$ cat config.mk
export PLATFORM = sky130hd
export DESIGN_NAME = sw_debounce
export DESIGN_NICKNAME = d
export VERILOG_FILES = /design/src/rtl/sw_debounce.sv
export SDC_FILE = /design/constraint.sdc
export NUM_CORES = 1
export LEC_CHECK = 0
export CAP_MARGIN = 0
export CELL_PAD_IN_SITES_DETAIL_PLACEMENT = 0
export CELL_PAD_IN_SITES_GLOBAL_PLACEMENT = 2
export CORE_AREA = 10 10 196 198
export CTS_CLUSTER_SIZE = 16
export DETAILED_ROUTE_END_ITERATION = 10
export DIE_AREA = 0 0 206 208
export GPL_ROUTABILITY_DRIVEN = 0
export PLACE_DENSITY_LB_ADDON = 0.1
export SYNTH_ARGS = -nofsm -noshare
export SYNTH_HDL_FRONTEND = slang
export SYNTH_SLANG_ARGS = --single-unit
$ cat constraint.sdc
create_clock -name clk -period 4.6 [get_ports clk]
set_input_delay 0.92 -clock clk [delete_from_list [all_inputs] [get_ports clk]]
set_output_delay 0.92 -clock clk [all_outputs]
set_load 0.1 [all_outputs]
$ cat src/rtl/sw_debounce.sv
// rtl/sw_debounce.sv - two-flop synchroniser plus per-bit debounce filter with edge pulses
module sw_debounce #(
  parameter int WIDTH           = 8,
  parameter int DEBOUNCE_CYCLES = 500000,
  parameter int CNT_W           = 20
) (
  input  logic             clk,
  input  logic             rst,
  input  logic [WIDTH-1:0] sw_raw,
  output logic [WIDTH-1:0] sw_db,
  output logic [WIDTH-1:0] sw_rise,
  output logic [WIDTH-1:0] sw_fall,
  output logic             sw_changed
);

  localparam logic [CNT_W-1:0] CNT_LAST = CNT_W'(DEBOUNCE_CYCLES - 1);

  logic [WIDTH-1:0] sync1;
  logic [WIDTH-1:0] sync2;
  logic [CNT_W-1:0] cnt [WIDTH];

  always_ff @(posedge clk) begin
    if (rst) begin
      sync1   <= '0;
      sync2   <= '0;
      sw_db   <= '0;
      sw_rise <= '0;
      sw_fall <= '0;
      for (int i = 0; i < WIDTH; i++) begin
        cnt[i] <= '0;
      end
    end else begin
      sync1   <= sw_raw;
      sync2   <= sync1;
      sw_rise <= '0;
      sw_fall <= '0;
      // Any cycle where the synchronised level agrees with sw_db restarts the count.
      for (int i = 0; i < WIDTH; i++) begin
        if (sync2[i] == sw_db[i]) begin
          cnt[i] <= '0;
        end else if (cnt[i] == CNT_LAST) begin
          sw_db[i] <= sync2[i];
          cnt[i]   <= '0;
          if (sync2[i]) begin
            sw_rise[i] <= 1'b1;
          end else begin
            sw_fall[i] <= 1'b1;
          end
        end else begin
          cnt[i] <= cnt[i] + CNT_W'(1);
        end
      end
    end
  end

  assign sw_changed = |(sw_rise | sw_fall);

endmodule

==> impl_metrics.ini, run 1 <==
[worst_setup_path]
crit_path_start_kind = register
crit_fanout = 2
crit_chain = nor4_1 > nand4_1 > clkdlybuf4s50_1
crit_path_top_delay_cell = clkdlybuf4s50_1
crit_start = sw_rise[1]$_SDFF_PP0_
endpoint_kind = output pin
cp.depth = 3
crit_type = reg2out
r2r_cells = 4
critPathTopFamily = buffers and inverters
cp.arrival_ns = 2.50
critical_path_buf_inv_count = 1
r2r-start = cnt[1][71]$_SDFFCE_PP0P_
worst_r2r_endpoint = cnt[1][68]$_SDFFCE_PP0P_
ff2ff_setup_slack_ns = 1.87
crit_path_max_incr_delay_ns = 1.04
critPathRequiredTime_ns = 3.68
endpoint = sw_changed

[finish]
nNetsFinal = 1162
syn2layout_area_growth_pct = 19.99
finish.instance_area_um2 = 12200
final_cell_count_no_fill = 1612
drive_gt1_frac = 0.04754
diodes = 0

[detailed_routing]
wl_met2_um = 10280
met1_length_um = 11370
drtAntennaViolNets = 0
num_vias = 7264
drc = 0
drt-initial-drc-count = 285
top_layer_used = met4
first_pass_iters = 4
routed_via_density = 4.506
wl_met3_um = 534
wire_per_inst_um = 13.91
drt-total-wl_um = 22430

[global_route]
grt_pass1_vias = 7046
gr-total-overflow = 0
antenna_found_initial = 0
grt_first_pass_wirelength_um = 37530
grt_max_degree = 31
track_usage = 0.1084

[die]
fp.coreArea_um2 = 34370
die_h_um = 208
num_rows = 68
io_pins = 35
dieArea_um2 = 42850
initial_utilization = 0.2957
die_x_um = 206

[placement]
portBuffers = 34
postPlaceCellArea_um2 = 11630
numPlacedInstances = 1580
hpwl_um = 16220

[sta]
relSlewSlack = 0.2759
setup_viol = 0
rsz0062_at_grt = no
fin_skew_ns = 0.009533
hold_viol_final = 0
fmax_ghz = 0.2927
worstMarginPinSlew_ns = 1.074
finalCriticalPeriod_ns = 3.416
finalSetupTns_ns = 0
post-route-period-util = 0.7426
slew_violations = 0

[synthesis]
synth_top_area_share = 0.4727
yosys_register_bits = 200
seq_area_frac_synth = 0.5515
ys.warnings.count = 0
synth.most_common_cell = edfxtp_1
synth_cells = 951
syn_avg_cell_area_um2 = 10.69
synth_edf_count = 160
ys_types = 44
yosys-top-cells-count = 160 x edfxtp_1, 148 x nor2_1, 78 x xnor2_1
synthFlopType = edfxtp_1
async_flop_share = 0
syn_area_um2 = 10160
yosysTopAreaCell = edfxtp_1
synth.area.top_cells = edfxtp_1 47%, dfxtp_1 7.9%, xnor2_1 6.7%

[run]
timing.max_cap.violations = 0

[clocking]
cts_tree = yes
cts-resized-gates = 0
post-cts-setup-buffer-count = 0
h-tree-depth = 4
cts_made_buffers = 17
clock_latency_ns = 0.44
cts_root_buffer = clkbuf_16
clkTransAtPathRegs_ns = 0.07
cts.sinks = 200
clockBufferDepth = 2
cts-hold-fix-buffers = 0

[power]
p_per_area_nw_per_um2 = 306.2
irDropWorstVdd_mv = 0.2605
p_total_uw = 3734
p_leak_uw = 0.003974

[status]
status = complete, no violations

[min_path]
hold_class = reg2reg
logic make-up after synthesis:
kind of cell,count (synthesis),share of synthesized area
buf+inv,50,0.01896
simple gates,493,0.2615
xor+xnor,116,0.09996
flops,200,0.5515
compound gates,73,0.04801
fa+ha+maj,8,0.009849
other cells,1,0.0003690
mux,10,0.009849
placed cells by master (no fill, tap or decap), types with 13 or more instances in the layout:
| cell type | instances |
|---|---|
| edfxtp_1 | 160 |
| conb_1 | 160 |
| nor2_1 | 148 |
| xnor2_1 | 78 |
| nand4_1 | 53 |
| nand3_1 | 51 |
| dfxtp_1 | 40 |
| xor2_1 | 38 |
| nor3_1 | 37 |
| nand2_1 | 36 |
| nor4_1 | 35 |
| a21oi_1 | 33 |
| clkdlybuf4s50_1 | 33 |
| nand2b_1 | 25 |
| inv_1 | 25 |
| or4_1 | 20 |
| nor2b_1 | 18 |
| clkbuf_16 | 18 |
| and3_1 | 17 |
| and4_1 | 13 |
worst min path at each step:
stage	startpoint	depth (start not counted)	slack, ns	end
6_report	sync1[2]$_SDFF_PP0_	1	0.44	sync2[2]$_SDFF_PP0_
3_5_place_dp	sync1[4]$_SDFF_PP0_	1	0.42	sync2[4]$_SDFF_PP0_
3_3_place_gp	sync1[0]$_SDFF_PP0_	1	0.42	sync2[0]$_SDFF_PP0_
2_1_floorplan	sync1[0]$_SDFF_PP0_	1	0.41	sync2[0]$_SDFF_PP0_
5_1_grt	sync1[2]$_SDFF_PP0_	1	0.46	sync2[2]$_SDFF_PP0_
4_1_cts	sync1[2]$_SDFF_PP0_	1	0.45	sync2[2]$_SDFF_PP0_
routing by layer:
layer,up-vias,global-route usage
met3,16,0.02315
li1,3770,-
met5,-,0
met4,0,0.03312
met1,3416,0.1471
met2,62,0.1684
area by class of cell:
type,instances,area [um^2]
Fill cell,3557,22180
Clock inverter,12,100.1
Multi-Input combinational cell,860,4979
Sequential cell,200,5605
Timing Repair Buffer,40,380.4
Inverter,25,93.84
Clock buffer,20,467.9
Tap cell,455,569.3
power by group:
group | internal [uW] | total (uW) | switching [uW]
clock network | 790 | 1490 | 697
logic | 64.7 | 150 | 85.3
registers | 2020 | 2100 | 79.1
total | 2870 | 3730 | 861
metrics by stage:
stage | setup slack [ns] | hold WS, ns | utilization
6_report | 1.184 | 0.4400 | 0.3548
2_1_floorplan | 1.729 | 0.4138 | -
5_1_grt | 1.035 | 0.4609 | 0.3548
3_5_place_dp | 1.580 | 0.4246 | 0.3383
3_3_place_gp | 1.590 | 0.4241 | 0.3383
4_1_cts | 1.087 | 0.4452 | 0.3548
registers in the layout (all words and copies together), names as in the netlist:
name     count
sync2        8
sync1        8
sw_db        8
sw_fall      8
sw_rise      8
cnt        160
(Power assumes the default switching activity.)
==> run 2, diff against run 1 <==
Clock period 4.6 ns to 3.25 ns, I/O delays scaled along.
==> run 2 against run 1 <==
  * Sequential power up 41%
  * Global-route usage rose by 0.074 points
  * Final cell count is 0.50% higher
  * Clock skew grew 0.0014 ns
  * Power is 41% higher
  * Critical path depth stayed put
  * Clock power grew 41%
  * First-iteration DRC count increased by 15%
==> impl_metrics.ini, run 2 (synthesis results as in run 1) <==
[detailed_routing]
routed_via_density = 4.501
drt-total-wl_um = 22440
drt-initial-drc-count = 327
drc = 0
num_vias = 7292
wire_per_inst_um = 13.85
drtAntennaViolNets = 0
first_pass_iters = 4

[die]
die_x_um = 206
io_pins = 35
fp.coreArea_um2 = 34370
initial_utilization = 0.2957
die_h_um = 208
dieArea_um2 = 42850
num_rows = 68

[finish]
largest-register = cnt
final_cell_mix = 160 x edfxtp_1, 160 x conb_1, 148 x nor2_1
fillers = 3660
syn2layout_area_growth_pct = 19.91
drive_gt1_frac = 0.07468
nNetsFinal = 1170
largest_reg_flops = 160
final_cell_count_no_fill = 1620
seq_area_um2 = 5605
finalCoreUtilization = 0.3545
multi_input_comb_area_um2 = 4970
diodes = 0

[global_route]
track_usage = 0.1092
gr-usage-met1 = 0.1479
grt-busiest-layer = met2
antenna_found_initial = 0
grt_pass1_vias = 7152
gr-total-overflow = 0
grt_first_pass_wirelength_um = 37870
use_met2 = 0.1699
grt_util_met3 = 0.02082
grt_max_degree = 19

[worst_setup_path]
crit_fanout = 2
critPathRequiredTime_ns = 2.60
endpoint_kind = output pin
cp.arrival_ns = 2.08
crit_path_start_kind = register
crit_type = reg2out

[clocking]
cts_root_buffer = clkbuf_16
cts_made_buffers = 17
cts-hold-fix-buffers = 0
clkTransAtPathRegs_ns = 0.08
clockBufferDepth = 2
cts-resized-gates = 0
post-cts-setup-buffer-count = 0
h-tree-depth = 4
clock_latency_ns = 0.44
cts_tree = yes
cts.sinks = 200

[power]
p_per_area_nw_per_um2 = 433.3
p_leak_uw = 0.004073
irDropWorstVdd_mv = 0.3658

[placement]
portBuffers = 34
numPlacedInstances = 1588
hpwl_um = 16520

[sta]
hold_viol_final = 0
worstMarginPinSlew_ns = 1.004
rsz0062_at_grt = no
post-route-period-util = 0.8411
finalCriticalPeriod_ns = 2.734
fin_skew_ns = 0.01092
finalSetupTns_ns = 0
relSlewSlack = 0.3242
fmax_ghz = 0.3658
slew_violations = 0
setup_viol = 0
whs_ns = 0.4436

[min_path]
hold_class = reg2reg

[run]
timing.max_cap.violations = 0

[status]
status = complete, no violations
==> run 2: worst paths after layout <==
path | slack, ns | endpoint | start | cells past startpoint
max reg2reg | 0.99 | cnt[0][16]$_SDFFCE_PN0P_ | cnt[0][11]$_SDFFCE_PN0P_ | 4
max | 0.52 | sw_changed | sw_fall[0]$_SDFF_PP0_ | 3
min reg2reg | 0.44 | sync2[2]$_SDFF_PP0_ | sync1[2]$_SDFF_PP0_ | 1
min | 0.44 | sync2[2]$_SDFF_PP0_ | sync1[2]$_SDFF_PP0_ | 1
==> run 2: layer usage <==
| metal | share of wire | vias to the layer above |
|---|---|---|
| li1 | - | 3781 |
| met1 | 0.51 | 3447 |
| met2 | 0.46 | 48 |
| met3 | 0.020 | 16 |
| met4 | 0.014 | 0 |
| met5 | 0 | - |
==> run 2: critical path, cell delays in order, from the launching register on <==
cell	delay (ns)
dfxtp_1	0.32
nor4_1	0.86
nand4_1	0.18
buf_4	0.29
==> run 2: power by group <==
part           switching, uW  internal (uW)
combinational            120           94.3
sequential               112           2860
clock                    983           1120
==> run 2: metrics by stage <==
| stage | power (uW) | setup WS [ns] | instance area (um^2) |
|---|---|---|---|
| after floorplan | 3159 | 0.6489 | 10760 |
| after global placement | 3240 | 0.9361 | 11620 |
| after detailed placement | 3240 | 0.9460 | 11620 |
| after CTS | 5389 | 0.4700 | 12190 |
| after global routing | 5519 | 0.4560 | 12190 |
| final | 5281 | 0.5164 | 12190 |
==> run 2: cell type report <==
type	count	share of cell area
clock inverter	9	0.004928
sequential	200	0.4600
timing repair buffer	48	0.03101
inverter	25	0.007700
multi-input combinational	860	0.4078
clock buffer	23	0.04189
tap	455	0.04671
